<file path="src/rtl/cache_req_scheduler.sv">
// L1 front-end: round-robin request arbiter that sequences tag lookup, line fill and replacement update.
// Latency: accept -> response in 3 cycles on hit, 4 on miss, plus one per lk_ack/fill_ack wait cycle.
// Backpressure: one request in flight; rq_ready only in IDLE; lk/fill held until acked; no response stall.
module cache_req_scheduler #(
    parameter int I_SIZE = 64,
    parameter int D_SIZE = 6,
    parameter int C_SIZE = 14,
    parameter int A_SIZE = 8,
    localparam int WAY_BITS   = $clog2(A_SIZE),
    localparam int INDEX_BITS = C_SIZE - WAY_BITS - D_SIZE,
    localparam int TAG_BITS   = I_SIZE - INDEX_BITS - D_SIZE
) (
    input  logic                  clk,
    input  logic                  rst_n,
    input  logic [1:0]            rq_valid,
    input  logic [I_SIZE-1:0]     rq_addr0,
    input  logic [I_SIZE-1:0]     rq_addr1,
    output logic [1:0]            rq_ready,
    output logic [1:0]            rsp_valid,
    output logic                  rsp_hit,
    output logic [WAY_BITS-1:0]   rsp_way,
    output logic [D_SIZE-1:0]     rsp_byte_sel,
    output logic                  lk_req,
    output logic [TAG_BITS-1:0]   lk_tag,
    output logic [INDEX_BITS-1:0] lk_index,
    input  logic                  lk_ack,
    input  logic                  lk_hit,
    input  logic [WAY_BITS-1:0]   lk_way,
    output logic                  fill_req,
    input  logic                  fill_ack,
    output logic                  upd_valid,
    output logic [INDEX_BITS-1:0] upd_index,
    output logic [WAY_BITS-1:0]   upd_way,
    output logic [31:0]           hit_count,
    output logic [31:0]           miss_count
);

    typedef enum logic [2:0] {IDLE, LOOKUP, FILL, UPDATE, RESP} state_t;

    state_t                state;
    logic                  run;
    logic                  last_grant;
    logic                  gnt_id;
    logic                  gnt;
    logic                  hit_q;
    logic [WAY_BITS-1:0]   way_q;
    logic [I_SIZE-1:0]     addr_q;

    // When both request, the one not served last wins; otherwise the lone requester wins.
    always_comb begin
        gnt = rq_valid[1];
        if (rq_valid == 2'b11) begin
            gnt = ~last_grant;
        end
    end

    // run keeps rq_ready low while reset is held and for the first cycle after release.
    assign rq_ready  = (run && state == IDLE && rq_valid != 2'b00) ? (gnt ? 2'b10 : 2'b01) : 2'b00;
    assign lk_tag    = addr_q[I_SIZE-1 -: TAG_BITS];
    assign lk_index  = addr_q[D_SIZE +: INDEX_BITS];
    assign upd_index = addr_q[D_SIZE +: INDEX_BITS];
    assign upd_way   = way_q;

    always_ff @(posedge clk or negedge rst_n) begin
        if (!rst_n) begin
            state        <= IDLE;
            run          <= 1'b0;
            last_grant   <= 1'b1;
            gnt_id       <= 1'b0;
            hit_q        <= 1'b0;
            way_q        <= '0;
            addr_q       <= '0;
            lk_req       <= 1'b0;
            fill_req     <= 1'b0;
            upd_valid    <= 1'b0;
            rsp_valid    <= 2'b00;
            rsp_hit      <= 1'b0;
            rsp_way      <= '0;
            rsp_byte_sel <= '0;
            hit_count    <= '0;
            miss_count   <= '0;
        end else begin
            run <= 1'b1;
            case (state)
                IDLE: begin
                    if (rq_ready != 2'b00) begin
                        gnt_id     <= gnt;
                        last_grant <= gnt;
                        addr_q     <= gnt ? rq_addr1 : rq_addr0;
                        lk_req     <= 1'b1;
                        state      <= LOOKUP;
                    end
                end
                LOOKUP: begin
                    if (lk_ack) begin
                        hit_q  <= lk_hit;
                        way_q  <= lk_way;
                        lk_req <= 1'b0;
                        if (lk_hit) begin
                            if (hit_count != 32'hFFFF_FFFF) hit_count <= hit_count + 32'd1;
                            upd_valid <= 1'b1;
                            state     <= UPDATE;
                        end else begin
                            if (miss_count != 32'hFFFF_FFFF) miss_count <= miss_count + 32'd1;
                            fill_req <= 1'b1;
                            state    <= FILL;
                        end
                    end
                end
                FILL: begin
                    if (fill_ack) begin
                        fill_req  <= 1'b0;
                        upd_valid <= 1'b1;
                        state     <= UPDATE;
                    end
                end
                UPDATE: begin
                    upd_valid    <= 1'b0;
                    rsp_valid    <= gnt_id ? 2'b10 : 2'b01;
                    rsp_hit      <= hit_q;
                    rsp_way      <= way_q;
                    rsp_byte_sel <= addr_q[D_SIZE-1:0];
                    state        <= RESP;
                end
                RESP: begin
                    rsp_valid    <= 2'b00;
                    rsp_hit      <= 1'b0;
                    rsp_way      <= '0;
                    rsp_byte_sel <= '0;
                    state        <= IDLE;
                end
                default: state <= IDLE;
            endcase
        end
    end

endmodule
</file>
<file path="config.mk">
export PLATFORM = sky130hd
export DESIGN_NAME = cache_req_scheduler
export DESIGN_NICKNAME = d
export VERILOG_FILES = /design/src/rtl/cache_req_scheduler.sv
export SDC_FILE = /design/constraint.sdc
export NUM_CORES = 1
export LEC_CHECK = 0
export ABC_AREA = 1
export CAP_MARGIN = 30
export CELL_PAD_IN_SITES_DETAIL_PLACEMENT = 2
export CELL_PAD_IN_SITES_GLOBAL_PLACEMENT = 2
export CORE_MARGIN = 4
export CORE_UTILIZATION = 25
export DETAILED_ROUTE_END_ITERATION = 12
export HOLD_SLACK_MARGIN = 0.02
export PLACE_DENSITY_LB_ADDON = 0.1
export SLEW_MARGIN = 20
export SYNTH_ARGS = -nofsm -noshare
export SYNTH_HDL_FRONTEND = slang
export SYNTH_SLANG_ARGS = --single-unit
</file>
<file path="constraint.sdc">
create_clock -name clk -period 2.5 [get_ports clk]
set_clock_uncertainty 0.05 [all_clocks]
set_input_delay 0.25 -clock clk [delete_from_list [all_inputs] [get_ports clk]]
set_output_delay 0.25 -clock clk [all_outputs]
set_load 0.05 [all_outputs]
</file>
; Word level (Yosys, flattened, before mapping)
; Index checks and enable logic that the tools add are counted.
[word_totals]
latch_bits = 0
in_bits = 138
romBits = 0
ram_bits = 0
reg_bits = 153
mem_count = 0
[op_classes]
div_mod_pow = 0
n_mul = 0
n_lt_le_gt_ge = 0
shifts = 0
bitwise_logic = 2
n_reduce_logical = 17
n_mux = 25
n_addsub = 2
n_eq_ne = 12
[op_table]
columns = op, count
row1 = $add 32x1->32 const B, 2
row2 = $mux 64, 1
row3 = $ne 32x32->1 const B, 2
row4 = $reduce_and 4->1, 4
row5 = $pmux 3 s4, 1
row6 = $pmux 6 s2, 1
row7 = $mux 1, 10
row8 = $reduce_bool 2->1, 5
row9 = $mux 3, 3
row10 = $ne 2x2->1 const B, 4
row11 = $eq 3x2->1 const B, 2
row12 = $mux 2, 3
row13 = $pmux 1 s2, 3
row14 = $pmux 3 s2, 1
row15 = $reduce_and 3->1, 2
row16 = $pmux 2 s2, 1
row17 = $reduce_and 2->1, 2
row18 = $eq 3x1->1 const B, 1
row19 = $eq 3x3->1 const B, 1
row20 = $logic_not 3->1, 1
row21 = $pmux 1 s3, 1
row22 = $reduce_bool 3->1, 1
row23 = $eq 2x2->1 const B, 1
row24 = $logic_and 1x1->1, 2
row25 = other kinds (2), 3

; Depth between registers and ports, before layout
; Gate-level depths: netlist (run 1).
[depth]
word_depth = 7
mapped_depth = 12
ltp_nobuf = 10

; Worst setup path before layout (run 1)
; OpenSTA, ideal clock, no wires.
[synth_path]
path_kind = flip-flop to flip-flop
startpoint = register miss_count[0]
endpoint = register miss_count[3]
stages_incl_launch_ff = 13
synth_period_minus_slack_ns = 2.134
slack_ns = 0.366
setup_time_ns = 0.118
arrival_ns = 1.966
required_time_ns = 2.332
cell_sequence = dfrtp_1 ha_1 buf_2 inv_2 nor2_4 nand2_4 nor2_8 nand3_4 nand2_4 inv_4 buf_6 nand2_2 nand2_1
[synth_between]
elab_chain_len = 2
[synth_lines]
columns = item, line_no
row1 = "start, declared", 35  ; output logic [31:0] miss_count
row2 = "start signal, assigned", 104  ; if (miss_count != 32'hFFFF_FFFF) miss_count <= miss_count + 32'd1;
row3 = branches (longest 2 deep; another with $add 32x1->32), -
; Several ways; the timed one is not identified.
; A chain may end at the register's enable or synchronous reset.

; Worst setup path after layout (run 1)
[layout_path]
startpoint = register state[2]
endpoint = output rq_ready[1]
[layout_between]
elab_chain_len = 4
[layout_lines]
columns = item, line_no
row1 = "start, declared", 40  ; state_t state;
row2 = "start signal, assigned", 66  ; state <= IDLE;
row3 = "start signal, assigned", 91  ; state <= LOOKUP;
row4 = "start signal, assigned", 102  ; state <= UPDATE;
row5 = $logic_not 3->1, 58  ; assign rq_ready = (run && state == IDLE && rq_valid != 2'b00) ? (gnt ? 2'b10 : 2'b01) : 2'b00;
row6 = $logic_and 1x1->1 (2 in a row), 58
row7 = $mux 2, 58
row8 = "end, declared", 18  ; output logic [1:0] rq_ready,
; No other way between the ends.

==> flow_summary_export.csv, run 1 <==
group,metric,value,unit
placed_design,portBuffers,284,
global_route,antenna_found_initial,1,
cells_and_area,layout-drive-gt1-share,0.0736,
cts,post_cts_resized,0,
synthesis,synth_compound_area_frac,0.0191,
drt,drt.antenna.violating_nets,0,
flow_run,drv_cap,0,
sta,fmax,433,MHz
synthesis,yosys-mux-area-fraction,0,
min_path,hp-class,"in2async",
power,p_seq_frac,0.294,
global_route,grt_first_pass_wirelength,54.5,mm
sta,finalHoldViolCount,0,
worst_setup_path,path_class,"reg2out",
synthesis,syn_inst,1197,
synthesis,yosysTopAreaCell,"dfrtp_1",
cells_and_area,finalNonFillerCells,1889,
synthesis,ys_seq_area_frac,0.442,
synthesis,synth_xor_area_frac,0.0263,
synthesis,mappedNetlistNets,1337,
worst_setup_path,critPathMaxStageDelay,0.44,ns
drt,drc,0,
worst_setup_path,worstSetupEndpointType,"primary output",
sta,fin_crit_sh,0.923,
worst_setup_path,cp_top_family,"simple AND/OR/NAND/NOR gates",
global_route,track_usage,0.183,
power,swShare,0.450,
floorplan,coreArea,33900,sq um
placed_design,dpl_cell_area,11700,sq um
cells_and_area,layout_common_cells,"nand2_1, clkdlybuf4s50_1, dfrtp_1",
floorplan,placementRows,67,
cts,numCtsBuffers,17,
cts,cts_root_buffer,"clkbuf_16",
power,p_comb_frac,0.471,
drt,vias,8450,
worst_setup_path,slowest_stage,"dfrtp_1",
floorplan,die_w,194,um
power,power_density,1010,nW/um^2
power,p_sw,0.00562,W
sta,final_max_slew_viol_count,0,
drt,first_pass_iters,4,
worst_setup_path,cp-start-kind,"register",
cells_and_area,antennaDiodeCount,0,
synthesis,synthAdderAreaFrac,0.00289,
cells_and_area,nFillCells,3953,
power,peakVddDrop,0.000531,V
synthesis,netlist_top_cells_area,"dfrtp_1, nand2_1, buf_4, nand3_1, nor2_1",
cts,clkLatencyLatePin,0.44,ns
placed_design,hpwlAfterDp,26.8,mm
power,p_leak,5.47,nW
global_route,grt-ovfl-total,0,
cts,clkTransAtPathRegs,0.07,ns
cts,cts_tree,"built",
sta,rsz0062_at_grt,"no",
sta,setup_tns,0,ns
cts,htreeDepth,4,
sta,slew_headroom,0.562,
power,internal_power,0.00686,W
synthesis,syn_area,8660,sq um
synthesis,synth_top_cell_area_share,0.439,
worst_setup_path,cp.required,2.20,ns
floorplan,die_h,194,um
synthesis,synth_seq_cells,153,
worst_setup_path,crit_path_cell_trace,"nor3_2 > nand3_2 > nor2_4 > buf_12",
placed_design,gp_congestion,0.787,
synthesis,ys_types,33,
synthesis,synth_top_family_by_area,"simple AND/OR/NAND/NOR gates",
drt,drt-total-wl,34.6,mm
drt,drtIter0Drc,304,
floorplan,io_pins,285,
floorplan,die-area,37700,sq um
floorplan,initial_utilization,0.256,
synthesis,synth-simple-area-share,0.409,
cells_and_area,synthToLayoutAreaGrowth,42.3,%
global_route,grt_pass1_vias,9490,
global_route,grt_max_degree,56,
synthesis,avgSynthCellArea,7.24,sq um
power,p_clk_frac,0.235,
cells_and_area,fin_util,0.364,
sta,worstMarginPinSlew,0.655,ns
cts,cts.sinks,153,
cells_and_area,finalNetCount,1568,
drt,wl_per_cell,18.3,um
placed_design,place_inst,1856,
cells_and_area,layout_commonest_cell,"nand2_1",
worst_setup_path,critPathMaxFanout,12,
worst_setup_path,crit_arrival,2.01,ns
sta,fin_crit,2.31,ns
cells_and_area,final_area,12300,sq um
drt,drt-vias-per-instance,4.47,
sta,setup_viol_count_final,0,
worst_setup_path,crit_buf_inv,1,
cts,cts_buffer_depth,2,
run_status,outcome,"complete, no violations",
synthesis,yosys_warnings,0,
## metal layers
layer  GRT usage  up-vias  share of wire
met3      0.0690       27          0.074
met1       0.216     4123           0.42
met5           0        -        0.00038
met4      0.0424        2          0.014
met2       0.315      181           0.49
li1            -     4117              -
## repair_timing
| item | CTS | global route |
|---|---|---|
| setup buffers | 0 | 0 |
| hold endpoints to repair | 30 | 0 |
| hold buffers | 1 | 0 |
## area by class of cell
cell class	count	area, sq um	area share
clock buffers	19	433	0.0351
clock inverters	13	201	0.0163
inverters	48	185	0.0150
multi-input cells	898	3980	0.323
flip-flops and latches	153	3830	0.311
well taps	448	561	0.0455
repair buffers	310	3140	0.254
## registers in the layout, indices dropped and copies added, names as in the netlist, 2 cells and up
signal	cells
addr_q	64
hit_count	32
miss_count	32
rsp_byte_sel	6
rsp_way	3
state	3
upd_way	3
rsp_valid	2
## Yosys cell counts
cell type  count
a21oi_1        2
buf_1          2
buf_2         10
buf_4         73
buf_6          4
clkbuf_1       9
conb_1         1
dfrtp_1      152
dfstp_2        1
ha_1           2
inv_1         43
inv_2          3
inv_4          2
nand2_1      574
nand2_2       22
nand2_4        3
nand3_1       83
nand3_2        2
nand3_4        1
nand3b_1      28
nand4_1        6
nor2_1       105
nor2_2         4
nor2_4         4
nor2_8         1
nor3_1         3
nor3_2         1
o211ai_1       4
o21ai_0       22
o21ai_1        3
or2_2          1
xnor2_1       14
xor2_1        12
## cell families (layout without fill, tap and decap cells)
family / Yosys count / in the layout
compound gates: 31 / 31
xor+xnor: 26 / 26
fa+ha+maj: 2 / 2
buf+inv: 146 / 390
flops: 153 / 153
other cells: 1 / 1
simple gates: 838 / 838
## power by group through the flow
stage / clock [W] / combinational [W] / sequential, W
after floorplan: 0 / 0.00374 / 0.00420
after global placement: 0 / 0.00590 / 0.00367
after detailed placement: 0 / 0.00595 / 0.00371
after CTS: 0.00303 / 0.00599 / 0.00368
after global routing: 0.00313 / 0.00630 / 0.00378
final: 0.00294 / 0.00587 / 0.00366
## through the flow
step	setup WS, ns	hold WS [ns]	power, W
after floorplan	0.366	-0.0956	0.00794
after global placement	0.437	0.132	0.00957
after detailed placement	0.383	0.135	0.00967
after CTS	0.128	0.215	0.0127
after global routing	0.0307	0.255	0.0132
final	0.193	0.230	0.0125
## worst paths after layout
check                                                 from                    endpoint  slack, ns  depth (start not counted)
min in group clk                              rq_addr0[31]      addr_q[31]$_DFFE_PN0P_       0.31                          3
max in group asynchronous                            rst_n      addr_q[41]$_DFFE_PN0P_       1.49                          3
worst min-delay path                                 rst_n  miss_count[15]$_DFFE_PN0P_       0.23                          2
worst min register to register          gnt_id$_DFFE_PN0P_    rsp_valid[0]$_DFFE_PN0P_       0.43                          1
worst max-delay path                  state[2]$_DFFE_PN0P_                 rq_ready[1]       0.19                          4
worst max register to register  miss_count[12]$_DFFE_PN0P_  miss_count[30]$_DFFE_PN0P_       0.46                          9
Note: power is estimated with default switching activity, not from simulation.
==> inputs of run 2 (changes only) <==
--- a/config.mk
+++ b/config.mk
@@ -14,6 +14,7 @@
 export DETAILED_ROUTE_END_ITERATION = 12
 export HOLD_SLACK_MARGIN = 0.02
 export PLACE_DENSITY_LB_ADDON = 0.1
+export SETUP_SLACK_MARGIN = 0.4
 export SLEW_MARGIN = 20
 export SYNTH_ARGS = -nofsm -noshare
 export SYNTH_HDL_FRONTEND = slang
==> run 2 against run 1 <==
Net effect:
- final cell count increased by 0.26%
- die area unchanged
- combinational power about the same
- via count increased by 0.58%
- sequential share of layout area decreased by 0.35 points
- sequential power about the same
- count of clock-buffer cells in the layout increased by 1
- critical path depth decreased by 3
- largest power group unchanged
- highest routed layer unchanged
==> flow_summary_export.csv, run 2 (synthesized netlist as in run 1, its figures left out) <==
group,metric,value,unit
sta,fin_crit,2.04,ns
sta,setup_viol_count_final,0,
sta,finalHoldViolCount,0,
worst_setup_path,worstSetupEndpointType,"primary output",
power,p_clk_frac,0.243,
power,p_comb_frac,0.466,
worst_setup_path,cp.required,2.20,ns
sta,slew_headroom,0.564,
sta,rsz0062_at_grt,"yes",
drt,vias,8499,
cells_and_area,largest_register_ff_count,64,
global_route,use_met2,0.318,
cts,numCtsBuffers,17,
cells_and_area,nFillCells,3932,
flow_run,drv_cap,0,
global_route,grtUsageMet1,0.213,
cells_and_area,synthToLayoutAreaGrowth,44.1,%
floorplan,placementRows,67,
floorplan,coreArea,33900,sq um
floorplan,initial_utilization,0.256,
global_route,grt_pass1_vias,9420,
sta,worstMarginPinSlew,0.653,ns
placed_design,hpwlAfterDp,26.1,mm
cells_and_area,layout-drive-gt1-share,0.0789,
power,p_seq_frac,0.291,
cts,clkTransAtPathRegs,0.06,ns
cts,htreeDepth,4,
global_route,grt-ovfl-total,0,
global_route,grt_max_degree,54,
global_route,top_usage_layer,"met2",
placed_design,portBuffers,284,
worst_setup_path,regToRegSetupSlack,0.56,ns
cts,cts_tree,"built",
sta,fmax,489,MHz
worst_setup_path,crit_path_cell_trace,"clkdlybuf4s50_1",
sta,setup_tns,0,ns
drt,drt-total-wl,34.5,mm
worst_setup_path,cp_top_family,"buffers and inverters",
worst_setup_path,cp-start-kind,"register",
cells_and_area,finalNetCount,1572,
drt,drt.antenna.violating_nets,0,
floorplan,die_h,194,um
worst_setup_path,crit_buf_inv,1,
worst_setup_path,critPathMaxStageDelay,0.85,ns
drt,first_pass_iters,4,
worst_setup_path,crit_arrival,1.74,ns
drt,drtIter0Drc,211,
power,p_sw,0.00559,W
power,internal_power,0.00706,W
cts,clkLatencyLatePin,0.44,ns
global_route,grt_use_met3,0.0612,
power,swShare,0.442,
power,totalPowerFinal,0.0127,W
worst_setup_path,path_class,"reg2out",
cells_and_area,layout_common_cells,"nand2_1, clkdlybuf4s50_1, dfrtp_1",
power,power_density,1010,nW/um^2
floorplan,die-area,37700,sq um
drt,drc,0,
power,peakVddDrop,0.000613,V
power,p_leak,5.93,nW
worst_setup_path,slowest_stage,"clkdlybuf4s50_1",
min_path,hp-class,"in2async",
floorplan,io_pins,285,
worst_setup_path,critPathMaxFanout,5,
cells_and_area,top_register,"addr_q",
run_status,outcome,"complete, no violations",
cts,cts.sinks,153,
cells_and_area,reg.largest.list,"addr_q (64), hit_count (32), miss_count (32)",
global_route,antenna_found_initial,2,
sta,fin_crit_sh,0.818,
placed_design,dp_slack,0.439,ns
sta,final_max_slew_viol_count,0,
cts,cts_buffer_depth,2,
placed_design,gp_congestion,0.773,
global_route,grt_first_pass_wirelength,54.0,mm
sta,setup_slack,0.456,ns
drt,wl_per_cell,18.2,um
cts,cts_root_buffer,"clkbuf_16",
cells_and_area,layout_commonest_cell,"nand2_1",
drt,drt-vias-per-instance,4.49,
floorplan,die_w,194,um
global_route,track_usage,0.180,
[run 2: changes by cell type in the layout (fill, tap and decap cells not counted), moves of 2 or more]
cell,previous run,this run
clkdlybuf4s50_1,281,243
dlymetal6s2s_1,0,17
dlygate4sd2_1,0,21
dfrtp_2,0,3
buf_12,8,10
clkinv_2,4,2
clkbuf_8,0,2
dfrtp_1,152,149
[run 2: layer usage]
metal	vias to the layer above	part of all wire	wire, um
met1	4178	0.42	14400
met3	25	0.068	2340
met2	175	0.50	17400
li1	4119	-	-
met5	-	0.00038	13
met4	2	0.011	374
[run 2: through the flow]
step	instances	utilization	area (sq um)	hold WS [ns]
floorplan	1197	-	8670	-0.0956
global placement	1847	0.344	11600	0.199
detailed placement	1847	0.344	11600	0.201
CTS	1881	0.364	12300	0.282
global route	1894	0.369	12500	0.304
finish	1894	0.369	12500	0.280
[run 2: path summary, 6_finish.rpt]
path | start | endpoint | depth (start not counted)
max in group asynchronous | rst_n | addr_q[28]$_DFFE_PN0P_ | 3
min in group clk | rq_addr0[49] | addr_q[49]$_DFFE_PN0P_ | 3
max reg2reg | hit_count[0]$_DFFE_PN0P_ | hit_count[5]$_DFFE_PN0P_ | 10
max | miss_count[12]$_DFFE_PN0P_ | miss_count[12] | 1
min reg2reg | gnt_id$_DFFE_PN0P_ | rsp_valid[0]$_DFFE_PN0P_ | 1
min | rst_n | miss_count[15]$_DFFE_PN0P_ | 2
[run 2: cell type report]
type	count	area, sq um	share of cell area
antenna	1	2.50	0.000200
clock buffer	20	457	0.0366
clock inverter	12	220	0.0176
inverter	48	185	0.0148
multi-input combinational	898	4000	0.320
sequential	153	3830	0.307
tap	448	561	0.0449
timing repair buffer	314	3230	0.258
[run 2: timing repair]
action	4_1_cts	5_1_grt
setup endpoints to repair	23	19
pin swaps	1	3
buffers inserted	1	11
gates cloned	0	1
resized for setup	22	19
hold buffers	1	0
endpoints found under the hold margin	48	0
[run 2: power groups by stage]
stage                     logic, W  clock network, W  registers [W]
after floorplan            0.00374                 0        0.00421
after global placement     0.00584                 0        0.00370
after detailed placement   0.00591                 0        0.00373
after CTS                  0.00595           0.00318        0.00371
after global routing       0.00633           0.00326        0.00381
final                      0.00590           0.00307        0.00368
==> RTL edit, RTL diff (config.mk and constraints of run 2) <==
The parameter `C_SIZE` goes from 14 to 13.
--- a/src/rtl/cache_req_scheduler.sv
+++ b/src/rtl/cache_req_scheduler.sv
@@ -6,3 +6,3 @@
     parameter int D_SIZE = 6,
-    parameter int C_SIZE = 14,
+    parameter int C_SIZE = 13,
     parameter int A_SIZE = 8,
Interface: changed (resized lk_index, lk_tag and upd_index); port bits go from 285 to 284. No check against the original RTL was run, so the function may have changed too.
==> RTL edit against run 2 <==
- total power down 4.3%
- worst setup slack worse by 0.0053 ns
- sequential power about the same
- count of clock-buffer cells in the layout down 3
- area after synthesis about the same
- synthesized cell count about the same
- non-clock buffer count down 1
- design area down 0.88%
- critical endpoint is now hit_count[13]
- routed wire length down 0.72%
- global-route usage up 0.092 points
- sequential cell count unchanged
==> RTL edit: results (changes against run 2) <==
synth-to-layout area growth=42.9%; Commonest cells post-synth=nand2_1, dfrtp_1, nor2_1, nand3_1, buf_4; worst-path maximum fanout=6 (+1); vias in the first global route=9484 (+0.68%); first-pass GRT wire length=54.4 mm (+0.70%); WL met2=17.0 mm (-2.3%); largest net degree at the start of global routing=47 (-13%); GR Layer Usage met3=0.0685 (+0.00730); setup bufs post-CTS=0 (-1); DRT iter0 DRCs=192 (-9.0%); Nets=1571 (-0.064%); GP Congestion=0.811 (+4.9%); gr usage total=0.181 (+0.000920); Resized Gates After CTS=21 (-4.5%); n_diodes=0 (-1); sequential area share after synthesis=0.442 (about the same); top area cells in the synthesized netlist=dfrtp_1, nand2_1, buf_4; Int Power=6.50 mW (-7.9%); Metal-1 WL=14.5 mm (+0.78%); WL final=34.2 mm (-0.72%); reg2reg end=hit_count[11]; run status=complete, no violations; reg2reg path depth=7 (-3); Vias per Instance=4.49 (about the same); Lkg Pwr=5.87 nW (-0.97%); Slew headroom=0.558 (-0.00596); port buffer count=283 (-0.35%); post-DP HPWL=26.7 mm (+2.4%); total length of routed met3 wires=2.48 mm (+6.1%)
## RTL edit: cell type report
type | count | area [um^2]
Sequential cell | 153 | 3840
Clock inverter | 15 | 145
Timing Repair Buffer | 313 | 3190
Inverter | 48 | 185
Fill cell | 3962 | 21500
Tap cell | 448 | 561
Clock buffer | 17 | 425
Multi-Input combinational cell | 898 | 4030
## RTL edit: worst max-delay path by stage
stage                             start       endpoint  cells after the start
after floorplan           miss_count[1]  miss_count[3]                     12
after CTS                      state[2]    rq_ready[1]                      5
after detailed placement         lk_ack  hit_count[11]                      7
final                     hit_count[13]  hit_count[13]                      1
after global placement           lk_ack  hit_count[25]                      7
after global routing           state[2]    rq_ready[1]                      5
## RTL edit: per-stage QoR
stage               instance area, um^2  hold WS (ns)  setup slack, ns  instances
floorplan                          8660       -0.0956            0.411       1196
global placement                  11700         0.173            0.469       1856
detailed placement                11700         0.180            0.398       1856
CTS                               12300         0.265            0.313       1889
global route                      12400         0.293            0.354       1892
finish                            12400         0.273            0.450       1892
